<file path="src/rtl/cache_arbiter.sv">
// Shares one memory line port between the I-cache and the D-cache.
// Each grant is latched and run to completion, then a one-cycle DONE turnaround; ties alternate.
module cache_arbiter #(
   parameter int ADDR_WIDTH = 32,
   parameter int LINE_WIDTH = 256
) (
   input  logic                  clk,
   input  logic                  rst,
   input  logic                  i_read,
   input  logic [ADDR_WIDTH-1:0] i_address,
   output logic [LINE_WIDTH-1:0] i_rdata,
   output logic                  i_resp,
   input  logic                  d_read,
   input  logic                  d_write,
   input  logic [ADDR_WIDTH-1:0] d_address,
   input  logic [LINE_WIDTH-1:0] d_wdata,
   output logic [LINE_WIDTH-1:0] d_rdata,
   output logic                  d_resp,
   output logic                  mem_read,
   output logic                  mem_write,
   output logic [ADDR_WIDTH-1:0] mem_address,
   output logic [LINE_WIDTH-1:0] mem_wdata,
   input  logic [LINE_WIDTH-1:0] mem_rdata,
   input  logic                  mem_resp,
   output logic                  busy
);

   typedef enum logic [1:0] {
      IDLE   = 2'd0,
      I_BUSY = 2'd1,
      D_BUSY = 2'd2,
      DONE   = 2'd3
   } state_t;

   state_t                state_q, state_d;
   logic                  last_d_q, last_d_d;
   logic                  write_q, write_d;
   logic [ADDR_WIDTH-1:0] addr_q, addr_d;
   logic [LINE_WIDTH-1:0] wdata_q, wdata_d;
   logic [LINE_WIDTH-1:0] i_rdata_q, i_rdata_d;
   logic [LINE_WIDTH-1:0] d_rdata_q, d_rdata_d;
   logic                  i_resp_q, i_resp_d;
   logic                  d_resp_q, d_resp_d;
   logic                  d_pending_s;
   logic                  grant_d_s;
   logic                  in_busy_s;

   // Next-state, grant decision and transaction latches.
   always_comb begin
      state_d     = state_q;
      last_d_d    = last_d_q;
      write_d     = write_q;
      addr_d      = addr_q;
      wdata_d     = wdata_q;
      i_rdata_d   = i_rdata_q;
      d_rdata_d   = d_rdata_q;
      i_resp_d    = 1'b0;
      d_resp_d    = 1'b0;
      d_pending_s = d_read | d_write;
      grant_d_s   = 1'b0;
      case (state_q)
         IDLE: begin
            if (i_read | d_pending_s) begin
               // On a tie the side that did not win last time gets the port.
               grant_d_s = d_pending_s & (~i_read | ~last_d_q);
               last_d_d  = grant_d_s;
               if (grant_d_s) begin
                  state_d = D_BUSY;
                  addr_d  = d_address;
                  write_d = d_write;
                  wdata_d = d_wdata;
               end else begin
                  state_d = I_BUSY;
                  addr_d  = i_address;
                  write_d = 1'b0;
               end
            end else begin
               state_d = IDLE;
            end
         end
         I_BUSY: begin
            if (mem_resp) begin
               state_d   = DONE;
               i_resp_d  = 1'b1;
               i_rdata_d = mem_rdata;
            end else begin
               state_d = I_BUSY;
            end
         end
         D_BUSY: begin
            if (mem_resp) begin
               state_d  = DONE;
               d_resp_d = 1'b1;
               if (!write_q) begin
                  d_rdata_d = mem_rdata;
               end else begin
                  d_rdata_d = d_rdata_q;
               end
            end else begin
               state_d = D_BUSY;
            end
         end
         DONE:    state_d = IDLE;
         default: state_d = IDLE;
      endcase
   end

   // State and latch registers; reset abandons any transaction in flight.
   always_ff @(posedge clk or negedge rst) begin
      if (!rst) begin
         state_q   <= IDLE;
         last_d_q  <= 1'b0;
         write_q   <= 1'b0;
         addr_q    <= '0;
         wdata_q   <= '0;
         i_rdata_q <= '0;
         d_rdata_q <= '0;
         i_resp_q  <= 1'b0;
         d_resp_q  <= 1'b0;
      end else begin
         state_q   <= state_d;
         last_d_q  <= last_d_d;
         write_q   <= write_d;
         addr_q    <= addr_d;
         wdata_q   <= wdata_d;
         i_rdata_q <= i_rdata_d;
         d_rdata_q <= d_rdata_d;
         i_resp_q  <= i_resp_d;
         d_resp_q  <= d_resp_d;
      end
   end

   // Strobes decode straight from state so they fall together with an async reset.
   assign in_busy_s   = (state_q == I_BUSY) || (state_q == D_BUSY);
   assign busy        = in_busy_s;
   assign mem_read    = in_busy_s & ~write_q;
   assign mem_write   = in_busy_s & write_q;
   assign mem_address = in_busy_s ? addr_q : '0;
   assign mem_wdata   = (in_busy_s & write_q) ? wdata_q : '0;
   assign i_rdata     = i_rdata_q;
   assign d_rdata     = d_rdata_q;
   assign i_resp      = i_resp_q;
   assign d_resp      = d_resp_q;

endmodule

</file>
<file path="config.mk">
export PLATFORM = sky130hd
export DESIGN_NAME = cache_arbiter
export DESIGN_NICKNAME = d
export VERILOG_FILES = /design/src/rtl/cache_arbiter.sv
export SDC_FILE = /design/constraint.sdc
export NUM_CORES = 1
export LEC_CHECK = 0
export CORE_AREA = 2 2 544 546
export DETAILED_ROUTE_END_ITERATION = 10
export DIE_AREA = 0 0 546 548
export PLACE_DENSITY = 0.33
export SLEW_MARGIN = 20
export SYNTH_ARGS = -nofsm -noshare
export SYNTH_HDL_FRONTEND = slang
export SYNTH_SLANG_ARGS = --single-unit
</file>
<file path="constraint.sdc">
create_clock -name clk -period 2.35 [get_ports clk]
set_input_delay 0.47 -clock clk [delete_from_list [all_inputs] [get_ports clk]]
set_output_delay 0.47 -clock clk [all_outputs]
set_load 0.02 [all_outputs]
</file>
======== Yosys cells after proc, flatten, opt, wreduce, memory -nomap -nowiden ========
Cells that the tools add are included.
cells by class
  eq/ne operators ......................... 3
  multiplexer cells ....................... 12
  bitwise gates (word level) .............. 9
  reductions and logical operators ........ 6
operators by type and width
  kind                  number
  $mux W256             1
  $mux W32              2
  $pmux W2 S4           1
  $mux W2               3
  $reduce_and A3 Y1     2
  $mux W1               5
  $eq A2 B2 Y1 const B  2
  $reduce_and A2 Y1     2
  $and A1 B1 Y1         3
  $not A1 Y1            3
  $or A1 B1 Y1          3
  $eq A2 B1 Y1 const B  1
  $logic_not A2 Y1      1
  $logic_or A1 B1 Y1    1
word-level totals
  flip-flop bits (word level) ............. 806
  input bits .............................. 582
  output and inout port bits .............. 805
  word-level logic and storage cells ...... 39

======== Logic depth before layout (Yosys ltp) ========
  depth after elaboration ................. 6
  gate-level depth with buffers ........... 8
  mapped depth without buffers ............ 5

======== Least setup slack after synthesis ========
OpenSTA, ideal clock, no wires.
  path type ............................... flip-flop to output port
  start ................................... register state_q[0]
  end ..................................... output port mem_wdata[179]
  arrival time ............................ 1841 ps
  required time ........................... 1880 ps
  path slack .............................. 39 ps
  stages on the path, launching flop included .. 7
  path buffers ............................ 3
  cells stage by stage .................... dfrtp_1 > inv_1 > ha_1 > clkbuf_1 > clkbuf_1 > clkbuf_1 > and3_1
between the ends
  word-level cells in the longest chain between the ends .. 4
  elaborated cells on any way between the ends .. 5
  those cells by class .................... 2 x eq/ne; 1 x mux; 1 x bitwise; 1 x reduce/logical
RTL lines
  what                                          RTL line  text
  from (decl)                                   35        state_t state_q, state_d;
  from (signal assigned)                        121       state_q <= state_d;
  $eq A2 B1 Y1 or $eq A2 B2 Y1 (tied branches)  134       assign in_busy_s = (state_q == I_BUSY) || (state_q == D_BUSY);
  $logic_or A1 B1 Y1 (*)                        134
  via busy                                      25        output logic busy
  $and A1 B1 Y1 (*)                             139       assign mem_wdata = (in_busy_s & write_q) ? wdata_q : '0;
  $mux W256 (*)                                 139
  to (decl)                                     22        output logic [LINE_WIDTH-1:0] mem_wdata,
Mark *: on every way through the listed nets, which the timed path passes. The rest lies on a longest branch.

======== Worst setup path in the final report ========
  start ................................... register state_q[0]
  end ..................................... output port mem_wdata[47]
between the ends
  word-level cells in the longest chain between the ends .. 4
  elaborated cells on any way between the ends .. 5
  those cells by class .................... 2 x eq/ne; 1 x mux; 1 x bitwise; 1 x reduce/logical
RTL lines
  what                                          RTL line
  $eq A2 B1 Y1 or $eq A2 B2 Y1 (tied branches)  134
  $logic_or A1 B1 Y1 (*)                        134
  $and A1 B1 Y1 (*)                             139
  $mux W256 (*)                                 139
Every way passes the cells marked *; elsewhere a longest branch is shown, timed or not.

==> results <==
-- metal layers --
layer / GRT usage / up-vias
met2: 0.242 / 1100
met3: 0.0668 / 347
met5: 0 / -
met4: 0.0220 / 112
met1: 0.150 / 12600
li1: - / 10800
-- per-stage QoR --
stage,area [um2],util
detailed placement,53200,0.182
CTS,57800,0.197
global placement,53200,0.182
global route,58500,0.200
floorplan,32200,-
finish,58600,0.200
-- placed cells by master, fill, tap and decap left out, types with 33 or more instances in the layout --
| cell type | count |
|---|---|
| and3_1 | 48 |
| and3_4 | 207 |
| buf_6 | 163 |
| diode_2 | 44 |
| buf_4 | 128 |
| buf_12 | 177 |
| clkdlybuf4s50_1 | 707 |
| dlygate4sd2_1 | 385 |
| mux2_2 | 550 |
| dfrtp_1 | 805 |
| mux2_1 | 218 |
| o21ai_0 | 33 |
| clkbuf_16 | 118 |
-- timing repair --
action / 4_1_cts / 5_1_grt
setup endpoints to repair: 676 / 292
resized for setup: 1311 / 143
pin swaps: 1 / 1
hold endpoints to repair: 55 / 0
hold buffers: 1 / 0
gates cloned: 13 / 10
setup buffers: 37 / 7
-- area by class of cell --
cell class / count / area [um2]
clock inverter: 22 / 267
antenna: 44 / 110
tap: 3919 / 4900
inverter: 3 / 11.3
fill: 31800 / 234000
multi-input combinational: 1172 / 12300
sequential: 806 / 20200
timing repair buffer: 1600 / 17600
clock buffer: 160 / 3250
-- kinds of logic (layout without fill, tap and decap cells) --
| kind of cell | Yosys count | in the layout | synth area share |
|---|---|---|---|
| compound gates | 39 | 39 | 0.00703 |
| fa+ha+maj | 4 | 4 | 0.00155 |
| buf+inv | 160 | 1785 | 0.0253 |
| flops | 806 | 806 | 0.626 |
| mux | 800 | 800 | 0.278 |
| other cells | 0 | 44 | 0 |
| simple gates | 329 | 329 | 0.0614 |
-- registers in the layout, indices dropped and copies added, names as in the netlist --
signal / count
write_q: 1
last_d_q: 1
d_rdata: 256
addr_q: 32
state_q: 2
i_resp: 1
d_resp: 1
i_rdata: 256
wdata_q: 256
-- power by group through the flow --
stage               logic, W  clock network, W  registers [W]
floorplan             0.0142                 0         0.0297
global placement      0.0442                 0         0.0267
detailed placement    0.0444                 0         0.0267
CTS                   0.0473            0.0176         0.0264
global route          0.0502            0.0180         0.0272
finish                0.0476            0.0168         0.0262
-- worst paths after layout --
path                              start       endpoint  slack [ns]  depth (start not counted)
max in group asynchronous           rst      addr_q[1]        1.04                          3
hold / removal             d_wdata[146]   wdata_q[146]        0.26                          2
setup reg to reg             state_q[0]    d_rdata[46]        0.19                          8
setup / recovery             state_q[0]  mem_wdata[47]       -0.57                          9
hold reg to reg               addr_q[7]      addr_q[7]        0.48                          2
min in group asynchronous           rst   wdata_q[247]        0.61                          3
==> impl_metrics.yaml <==
drt:
  viasPerCell: 3.23
  wl_met1_mm: 79.3
  dr.pass1.iters: 4
  route.detailed.drc: 0
  wl_met3_mm: 24.1
  wl_mm: 213
  drt_iter0_drc: 931
  dr_wl_met2_mm: 105
  highest_layer: "met5"
  postRouteAntennaNets: 0
  vias: 24900
  wl_per_cell_um: 27.6
global_routing:
  grt_overflow: 0
  grt_use_total: 0.137
  antenna_found_initial: 146
  grt_pass1_vias: 26600
  grt_max_degree: 87
  grt_pass1_wl_mm: 275
synthesis:
  synth.avg_cell_area_um2: 15.1
  synth_area_um2: 32200
  syn_nets: 2724
  ys_async_sr_fraction: 1.00
  yosysMostFrequentCell: "dfrtp_1"
  netlist_instances: 2138
  synth.area.top_cells: "dfrtp_1, mux2_2, mux2_1"
  ys_seq_area_frac: 0.626
  synth_flop_cell: "dfrtp_1"
  yosysUniqueCellTypes: 23
  synth-seq-cells: 806
  synth_warnings: 0
  yosysTopAreaCellShare: 0.626
  yosys.area.top_type: "dfrtp_1"
  synth_edf_count: 0
  netlist_top_cells_count: "dfrtp_1, mux2_2, and3_1"
timing:
  finalSetupViolations: 291
  tns_ns: -137.75
  clock.fmax_ghz: 0.343
  final.min_clock_period_ns: 2.92
  maxSlewHeadroom: 0.565
  skew_ns: 0.0373
  finalHoldViolCount: 0
  finalWorstSetupSlack_ns: -0.566
  worstMarginPinSlew_ns: 0.653
  hold_ws_ns: 0.264
  post-route-period-util: 1.24
  slew_viol_final: 0
  rsz0062_at_grt: "yes"
critical_path:
  path_buf_inv: 7
  critPathMostFrequentCell: "buf_6"
  worstPathRequired_ns: 1.88
  crit_path_end_kind: "output pin"
  crit_family: "buffers and inverters"
  path_cells: "inv_2, ha_4, buf_4, buf_12, buf_16, buf_8, buf_6, and3_4, buf_6"
  crit_path_top_delay_cell: "dfrtp_1"
  cp_max_fo: 7
  critical_path.max_stage_delay_ns: 0.40
  start_kind: "flip-flop"
  critPathKind: "flip-flop to output pin"
  crit_arrival_ns: 2.45
floorplan:
  die_area_um2: 299000
  std_cell_rows: 199
  io_pins: 1387
  core-area_um2: 293000
  start_util: 0.110
  chipWidth_um: 546
  die_h_um: 548
power_and_ir_drop:
  total_power_w: 0.0906
  p_switching_w: 0.0358
  p_leak_nw: 24.5
  internal_power_w: 0.0548
  power_frac_comb: 0.526
  clockPowerShare: 0.185
  p_seq_frac: 0.289
  power_density_nw_per_um2: 1540
  ir_worst_vdd_uv: 770
  swShare: 0.395
clocking:
  clock-root-buffer: "clkbuf_16"
  cts-htree-levels: 3
  clkSinkCount: 806
  clkTransAtPathRegs_ns: 0.07
  clk_latency_ns: 0.79
  cts_tree: "built"
  cts_buffer_depth: 4
  numCtsBuffers: 110
run_status:
  violations: "negative setup slack"
  outcome: "finished with violations"
place:
  pre_cts_slack_ns: -0.190
  io_buffers: 1386
  gp_congestion: 0.832
  dp_cells: 7449
  hpwl_mm: 176
final_layout:
  stdcell_count: 7726
  area_growth_pct: 82.1
  drive_above_1_share: 0.387
  nets: 4279
hold_path:
  hold_path_class: "primary input to flip-flop"
flow_run:
  maxCapViolCount: 0
(Power assumes the default switching activity.)
==> patch (config.mk and constraints unchanged) <==
Remove the register `i_resp_q`: a continuous assignment takes its place, so the output `i_resp` follows one clock earlier.
--- a/src/rtl/cache_arbiter.sv
+++ b/src/rtl/cache_arbiter.sv
@@ -116,5 +116,4 @@
          i_rdata_q <= '0;
          d_rdata_q <= '0;
-         i_resp_q  <= 1'b0;
          d_resp_q  <= 1'b0;
       end else begin
@@ -126,8 +125,9 @@
          i_rdata_q <= i_rdata_d;
          d_rdata_q <= d_rdata_d;
-         i_resp_q  <= i_resp_d;
          d_resp_q  <= d_resp_d;
       end
    end
+
+   assign i_resp_q = i_resp_d;
 
    // Strobes decode straight from state so they fall together with an async reset.
Function: not settled (the Yosys comparison gave no result); the edit may change what the design does.
==> patch against the unedited design <==
The flow still finishes with violations (setup timing). Synthesized area hardly changed. Cell area increased by 2.4%. Total power is 3.0% higher. Core utilization increased by 0.48 points. Routed wire length down 1.1%. Register-to-register slack lost 0.14 ns. Sequential cell count fell by 1. Setup slack got worse by 0.017 ns.
==> patch: results (changes against the unedited design) <==
stage,metric,value,unit,change
place,Routability Congestion,0.826,,was 0.832
global_route,GRT Total Usage,13.6,%,was 13.7%
global_route,initial antenna violation count,163,,was 146
sta,Sum Neg Setup Slack,-140.43,ns,was -137.75 ns
worst_setup_path,FF-to-FF path depth,10,,was 8
place,DP Area,53000,um2,"was 53,200 um2"
worst_setup_path,max incr delay on CP,0.36,ns,was 0.40 ns
global_route,number of global-route vias before repair,26543,,"was 26,620"
routing,DR iter-0 viols,983,,was 931
pwr,Flop pwr share,28.4,%,was 28.9%
clock_network,post-CTS setup buffer count,33,,was 37
worst_setup_path,reg-to-reg endpoint,d_rdata[204],,was d_rdata[46]
worst_setup_path,Critical Path Fanout Max,8,,was 7
sta,Worst-Margin Slew,0.616,ns,was 0.653 ns
routing,DR vias/cell,3.25,,was 3.23
pwr,worst vdd ir,0.847,mV,was 0.770 mV
finish,Ant. Diodes,43,,was 44
routing,DR WL met3,21.3,mm,was 24.1 mm
global_route,largest net degree at the start of global routing,86,,was 87
clock_network,"CTS clk-pin slew, worst paths",0.05,ns,was 0.07 ns
finish,final layout net count,4259,,"was 4,279"
pwr,combinational share of power,52.9,%,was 52.6%
routing,WL met1,81.7,mm,was 79.3 mm
logic_synthesis,Synth Area in Compound Gates,0.704,%,was 0.703%
min_path,Hold/Removal Path Class,in2async,,was in2reg
routing,Met2 Wirelength,102,mm,was 105 mm
pwr,sw power,0.0361,W,was 0.0358 W
place,dpl hpwl,173,mm,was 176 mm
sta,# setup viols final,291,,unchanged
logic_synthesis,synth top area cells,"dfrtp_1 (63%), mux2_2 (19%), mux2_1 (7.6%), and3_1 (5.0%), mux2i_1 (1.0%)",,"was dfrtp_1 (63%), mux2_2 (19%), mux2_1 (7.6%), and3_1 (5.0%), mux2i_1 (0.99%)"
logic_synthesis,Syn Area/Cell,15.1,um2,about the same
finish,multi-input gate share of the layout cell area,20.7,%,was 21.1%
global_route,first-pass GRT wire length,273,mm,was 275 mm
finish,Layout fillers,31625,,"was 31,781"
place,placed cells,7428,,"was 7,449"
place,dpl ws,-0.133,ns,was -0.190 ns
sta,Hold Worst Slack,0.175,ns,was 0.264 ns
sta,setup slack after layout,-0.583,ns,was -0.566 ns
logic_synthesis,post-synthesis adder-cell area fraction,0.156,%,was 0.155%
logic_synthesis,Netlist Area Pre-Place,32200,um2,about the same
finish,post-route insts no fill,7719,,"was 7,726"
finish,fraction of area in clock buffers and inverters,6.15,%,was 6.00%
routing,Initial DRT Pass Iterations,4,,unchanged
logic_synthesis,"Seq/Total Area, Yosys",62.6,%,about the same
logic_synthesis,syn_nets,2723,,"was 2,724"
logic_synthesis,Commonest cells post-synth,"dfrtp_1 (805), mux2_2 (550), and3_1 (256)",,"was dfrtp_1 (806), mux2_2 (550), and3_1 (256)"
pwr,leakage,26.7,nW,was 24.5 nW
logic_synthesis,post-synthesis mux area share,27.9,%,was 27.8%
sta,final setup skew,0.0975,ns,was 0.0373 ns
outcome,status,finished with violations,,unchanged
outcome,failing checks,setup timing,,unchanged
clock_network,post-cts sizing count,963,,"was 1,311"
clock_network,Num CTS Buffers,112,,was 110
[patch: cell count changes in the layout (fill, tap and decap cells not counted), moves of 10 or more]
cell,change
and2_1,-14
and2_4,+14
buf_12,-10
buf_4,-50
buf_6,+32
buf_8,+14
clkbuf_8,-10
clkdlybuf4s50_1,+93
dlygate4sd2_1,-385
dlymetal6s2s_1,+291
[patch: how the worst max path moves through the flow]
stage / end / depth (start not counted)
after global placement: mem_wdata[202] / 7
after floorplan: mem_wdata[179] / 6
final: mem_wdata[16] / 8
after detailed placement: mem_wdata[247] / 7
after CTS: mem_wdata[202] / 8
after global routing: mem_wdata[16] / 8
[patch: per-layer routing]
| layer | GRT usage [%] | vias up |
|---|---|---|
| met2 | 23.3 | 1178 |
| met1 | 15.3 | 12692 |
| met5 | 0 | - |
| met3 | 6.14 | 387 |
| li1 | - | 10780 |
| met4 | 2.87 | 68 |
